==> config.mk <==
export PLATFORM = sky130hd
export DESIGN_NAME = mul_div_unit
export DESIGN_NICKNAME = d
export VERILOG_FILES = /design/src/rtl/mul_div_unit.sv
export SDC_FILE = /design/constraint.sdc
export NUM_CORES = 1
export LEC_CHECK = 0
export ABC_AREA = 1
export CAP_MARGIN = 30
export CELL_PAD_IN_SITES_DETAIL_PLACEMENT = 1
export CELL_PAD_IN_SITES_GLOBAL_PLACEMENT = 2
export CORE_UTILIZATION = 30
export DETAILED_ROUTE_END_ITERATION = 10
export HOLD_SLACK_MARGIN = 0.12
export PLACE_DENSITY_LB_ADDON = 0.1
export REMOVE_ABC_BUFFERS = 1
export SLEW_MARGIN = 20
export SYNTH_ARGS = -nofsm -noshare
export SYNTH_HDL_FRONTEND = slang
export SYNTH_SLANG_ARGS = --single-unit
==> constraint.sdc <==
create_clock -name clk -period 5.1 [get_ports clk]
set_input_delay 1.275 -clock clk [delete_from_list [all_inputs] [get_ports clk]]
set_output_delay 1.275 -clock clk [all_outputs]
set_load 0.005 [all_outputs]
==> src/rtl/mul_div_unit.sv <==
// Iterative 32x32 multiply / divide unit with HI/LO result registers.
// Multiply is shift-add over operand magnitudes; divide is restoring
// shift-subtract. Each operation takes 32 cycles in RUN and then writes HI/LO
// on the FIN entry edge, applying the sign fix for the signed variants.
module mul_div_unit (
  input  logic        clk,
  input  logic        reset,
  input  logic        Start,
  input  logic [1:0]  MDCon,
  input  logic [31:0] A,
  input  logic [31:0] B,
  input  logic        HIWrite,
  input  logic        LOWrite,
  output logic        Busy,
  output logic        Done,
  output logic [31:0] HI,
  output logic [31:0] LO
);

  typedef enum logic [1:0] {
    S_IDLE = 2'd0,
    S_RUN  = 2'd1,
    S_FIN  = 2'd2
  } state_e;

  // MDCon[1] selects divide, MDCon[0] selects signed.
  state_e      state_q, state_d;
  logic [4:0]  cnt_q, cnt_d;
  logic [1:0]  op_q, op_d;
  logic [31:0] a_q, a_d;
  logic [31:0] b_q, b_d;
  logic [63:0] acc_q, acc_d;   // mul: {partial, multiplier}; div: {rem, quot}
  logic [31:0] hi_q, hi_d;
  logic [31:0] lo_q, lo_d;

  // Operand magnitudes of the latched operation.
  logic        is_div, neg_a, neg_b;
  logic [31:0] mag_a, mag_b;
  // Magnitudes of the operands presented with Start, used to seed acc.
  logic        in_neg_a, in_neg_b;
  logic [31:0] in_mag_a, in_mag_b;
  // One iteration of each algorithm and the sign-fixed final result.
  logic [32:0] sum33;
  logic [32:0] rem_sh;
  logic [31:0] quot_sh;
  logic [63:0] mul_next, div_next, step;
  logic [63:0] prod_fix;
  logic [31:0] quot_fix, rem_fix;

  assign Busy = (state_q == S_RUN);
  assign Done = (state_q == S_FIN);
  assign HI   = hi_q;
  assign LO   = lo_q;

  // Datapath: magnitudes, one multiply/divide step, and final sign fix.
  always_comb begin
    is_div   = op_q[1];
    neg_a    = op_q[0] & a_q[31];
    neg_b    = op_q[0] & b_q[31];
    mag_a    = neg_a ? -a_q : a_q;
    mag_b    = neg_b ? -b_q : b_q;

    in_neg_a = MDCon[0] & A[31];
    in_neg_b = MDCon[0] & B[31];
    in_mag_a = in_neg_a ? -A : A;
    in_mag_b = in_neg_b ? -B : B;

    // Shift-add: add multiplicand into the upper half when the LSB is set,
    // then shift the whole 65-bit {carry, acc} right by one.
    sum33    = {1'b0, acc_q[63:32]} + (acc_q[0] ? {1'b0, mag_a} : 33'd0);
    mul_next = {sum33, acc_q[31:1]};

    // Restoring divide: shift next dividend bit into the remainder and
    // subtract the divisor when it fits. The remainder stays below the
    // divisor, so the 32-bit difference is exact.
    rem_sh   = {acc_q[63:32], acc_q[31]};
    quot_sh  = {acc_q[30:0], 1'b0};
    if (rem_sh >= {1'b0, mag_b}) begin
      div_next = {rem_sh[31:0] - mag_b, quot_sh | 32'd1};
    end else begin
      div_next = {rem_sh[31:0], quot_sh};
    end

    step     = is_div ? div_next : mul_next;

    prod_fix = (neg_a ^ neg_b) ? -step : step;
    quot_fix = (neg_a ^ neg_b) ? -step[31:0] : step[31:0];
    rem_fix  = neg_a ? -step[63:32] : step[63:32];
  end

  // Next-state, operand capture, iteration and HI/LO update.
  always_comb begin
    state_d = state_q;
    cnt_d   = cnt_q;
    op_d    = op_q;
    a_d     = a_q;
    b_d     = b_q;
    acc_d   = acc_q;
    hi_d    = hi_q;
    lo_d    = lo_q;

    unique case (state_q)
      S_RUN: begin
        acc_d = step;
        cnt_d = cnt_q + 5'd1;
        if (cnt_q == 5'd31) begin
          state_d = S_FIN;
          if (!is_div) begin
            hi_d = prod_fix[63:32];
            lo_d = prod_fix[31:0];
          end else if (b_q == 32'd0) begin
            hi_d = a_q;
            lo_d = 32'hFFFF_FFFF;
          end else begin
            hi_d = rem_fix;
            lo_d = quot_fix;
          end
        end
      end
      default: begin  // S_IDLE, S_FIN
        state_d = S_IDLE;
        if (Start) begin
          state_d = S_RUN;
          cnt_d   = 5'd0;
          op_d    = MDCon;
          a_d     = A;
          b_d     = B;
          acc_d   = MDCon[1] ? {32'd0, in_mag_a} : {32'd0, in_mag_b};
        end else begin
          if (HIWrite) hi_d = A;
          if (LOWrite) lo_d = A;
        end
      end
    endcase
  end

  // Control state and architecturally visible HI/LO, with synchronous reset.
  always_ff @(posedge clk) begin
    if (reset) begin
      state_q <= S_IDLE;
      cnt_q   <= 5'd0;
      hi_q    <= 32'd0;
      lo_q    <= 32'd0;
    end else begin
      state_q <= state_d;
      cnt_q   <= cnt_d;
      hi_q    <= hi_d;
      lo_q    <= lo_d;
    end
  end

  // Operand and working registers.
  // NOTE: no reset here on purpose; these are always loaded on Start before
  // being read, so resetting them only adds fanout on the reset net.
  always_ff @(posedge clk) begin
    op_q  <= op_d;
    a_q   <= a_d;
    b_q   <= b_d;
    acc_q <= acc_d;
  end

endmodule

==> results.toml <==
[detailed_routing]
wl_met1_um = 50900
firstDrtPassIters = 5
vias = 26100
top_layer_used = "met4"
wirelength_um = 119000
routed-wl-met2_um = 56600
avgViaCountPerCell = 5.27
dr_wl_met3_um = 5170
drc = 0
initialDrtViolationCount = 1472
wl_per_cell_um = 24.0
ant_nets = 0

[timing]
fmax_mhz = 166
setup_viol = 59
relSlewSlack_pct = 33.5
fin_ws_ps = -911
drv_slew = 0
rsz0062_at_grt = "true"
worst_slew_pin_slew_ps = 997
min_period_ps = 6010
skew_ps = 10.5
final-hold-violation-count = 0
finalCritPeriodShare_pct = 118
holdWs_ps = 471

[clocking]
clockRootBuffer = "clkbuf_16"
htreeDepth = 1
tritoncts = "done"
clkLatencyLatePin_ps = 560
cts_made_buffers = 25
clk_pin_slew_worst_paths_ps = 60
clock-sinks = 201
cts_hold_buf = 0
clockBufferDepth = 3

[setup_path]
rrSetupSlack_ps = -910
r2r-start = "b_q[0]$_DFFE_PP_"
worstSetupPathType = "flop to flop"
slowest_stage = "edfxtp_1"
worstPathRequired_ps = 5590
r2r_cells = 42
worst-path-buf-inv = 6
slowest_delay_ps = 410
crit_path_start_kind = "flop"
end_kind = "flop"
path_delay_family = "simple AND/OR/NAND/NOR gates"
worstPathMaxFanout = 4
cp.arrival_ps = 6500
reg2reg_to = "HI[20]$_SDFFE_PP0P_"

[floorplanning]
initial_utilization_pct = 30.4
die_area_um2 = 69200
die_h_um = 263
ios = 137
fp.coreArea_um2 = 67300
placementRows = 95
die_w_um = 263

[synthesis]
synth_top_flop_cell = "edfxtp_1"
ys_ff_latch = 201
synth.cell_area_um2 = 20400
ys_types = 58
synth.avg_cell_area_um2 = 6.05
synthCells = 3381
ys_warn_count = 0
yosysSeqAreaShare_pct = 26.1
async_flop_share_pct = 0
synth-edff-count = 130

[global_route]
grtUsageTotal_pct = 33.1
grt_antenna_before_repair = 0
first_global_vias = 26900
grt_start_max_net_pins = 72
grt_overflow = 0
grt_pass1_wl_um = 173000

[flow_run]
drv_cap = 0

[place]
io_buffers = 136
place_inst = 4825
place_ws_ps = -1170
place.gp.congestion = 0.956
place_hpwl_um = 93500
placed_cell_area_um2 = 26500

[power]
irDropWorstVdd_mv = 0.229
p_sw_share_pct = 44.7
p_seq_share_pct = 22.2
p_sw_uw = 4290
power_leakage_uw = 0.0141
p_int_uw = 5320
p_comb_share_pct = 57.6
clock_power_share_pct = 20.2
power.density_nw_per_um2 = 317

[worst_hold_path]
hold_class = "flop to flop"
min_from = "cnt_q[4]$_SDFFE_PP0P_"
hold_end = "cnt_q[4]$_SDFFE_PP0P_"
hold_depth = 2

[run_status]
violations = "setup timing"
status = "complete, but fails checks"

[layout]
insertedDiodeCount = 0
finalNetCount = 4209
final_util_pct = 45.0
layout_common_cells = "757 x nand2_1, 574 x buf_4, 426 x inv_1"
final_cell_count_no_fill = 4955
area_growth_pct = 48.2
final_common_cell = "nand2_1"
final_cell_area_um2 = 30300
drive_above_1_share_pct = 27.6
==> state kept, by name, indices dropped and copies added, names as in the netlist <==
name	count
op_q	2
LO	32
b_q	32
acc_q	64
state_q	2
HI	32
cnt_q	5
a_q	32
==> power groups by stage <==
stage / clock network [uW] / registers, uW / logic (uW)
6_report: 1940 / 2130 / 5530
5_1_grt: 2020 / 2140 / 5930
4_1_cts: 1960 / 2130 / 5090
3_5_place_dp: 0 / 2160 / 4600
3_3_place_gp: 0 / 2160 / 4530
2_1_floorplan: 0 / 2060 / 2180
==> worst max-delay path by stage <==
| stage | endpoint | cells past startpoint | slack, ps | from |
|---|---|---|---|---|
| 2_1_floorplan | HI[16]$_SDFFE_PP0P_ | 7 | -2560 | state_q[1]$_SDFFE_PP0P_ |
| 3_3_place_gp | HI[6]$_SDFFE_PP0P_ | 44 | -880 | b_q[0]$_DFFE_PP_ |
| 3_5_place_dp | HI[22]$_SDFFE_PP0P_ | 41 | -1170 | b_q[0]$_DFFE_PP_ |
| 4_1_cts | HI[20]$_SDFFE_PP0P_ | 39 | -620 | b_q[0]$_DFFE_PP_ |
| 5_1_grt | HI[18]$_SDFFE_PP0P_ | 42 | -1140 | b_q[0]$_DFFE_PP_ |
| 6_report | HI[20]$_SDFFE_PP0P_ | 42 | -910 | b_q[0]$_DFFE_PP_ |
==> final cells by class <==
cell class	count	area [um2]
inverters	461	1750
multi-input cells	2602	14700
well taps	873	1090
clock inverters	15	175
clock buffers	30	697
repair buffers	773	6590
flip-flops and latches	201	5330
fillers	8679	37000
==> synth_stat cells, types with 26 or more instances <==
cell | n | area share [%]
ha_1 | 72 | 4.4
a31oi_1 | 27 | 0.83
nand3_1 | 294 | 7.2
dfxtp_1 | 71 | 7.0
nand4_1 | 30 | 0.92
nor2_2 | 27 | 0.83
nand2_2 | 28 | 0.86
inv_1 | 452 | 8.3
nand3b_1 | 26 | 0.95
edfxtp_1 | 130 | 19
a21oi_1 | 242 | 5.9
o21ai_0 | 290 | 7.1
nor3_1 | 89 | 2.2
nor2_1 | 403 | 7.4
nand2_1 | 868 | 16
clkbuf_1 | 70 | 1.3
xor2_1 | 43 | 1.8
==> cells by family (layout without fill, tap and decap cells) <==
logic type | after synthesis | in the layout | share of synthesized area, %
compound gates | 653 | 653 | 17.3
xor+xnor | 61 | 61 | 2.61
fa+ha+maj | 74 | 74 | 4.60
buf+inv | 578 | 1279 | 11.2
flops | 201 | 201 | 26.1
mux | 1 | 1 | 0.0490
simple gates | 1813 | 1813 | 38.2
==> tightest hold or removal path: stages (launching register included) <==
cell	delay [ps]
dfxtp_1	310
nand2_1	60
a21oi_1	50
==> repair_timing <==
action,4_1_cts,5_1_grt
gates resized for setup,305,256
pin swaps,107,101
setup buffers,62,30
setup endpoints to repair,67,88
cloned,5,2
==> routing by layer <==
layer / GRT usage, % / vias to the layer above
li1: - / 12500
met4: 14.8 / 0
met1: 42.2 / 12800
met2: 56.7 / 684
met5: 0 / -
met3: 2.82 / 210
==> per-stage QoR <==
step,TNS (ps),total power [uW]
after CTS,-16630,9190
after floorplan,-223250,4250
final,-31230,9610
after global placement,-25960,6680
after detailed placement,-38590,6760
after global routing,-50000,10100
No activity file was read; power rests on OpenSTA's default activity.
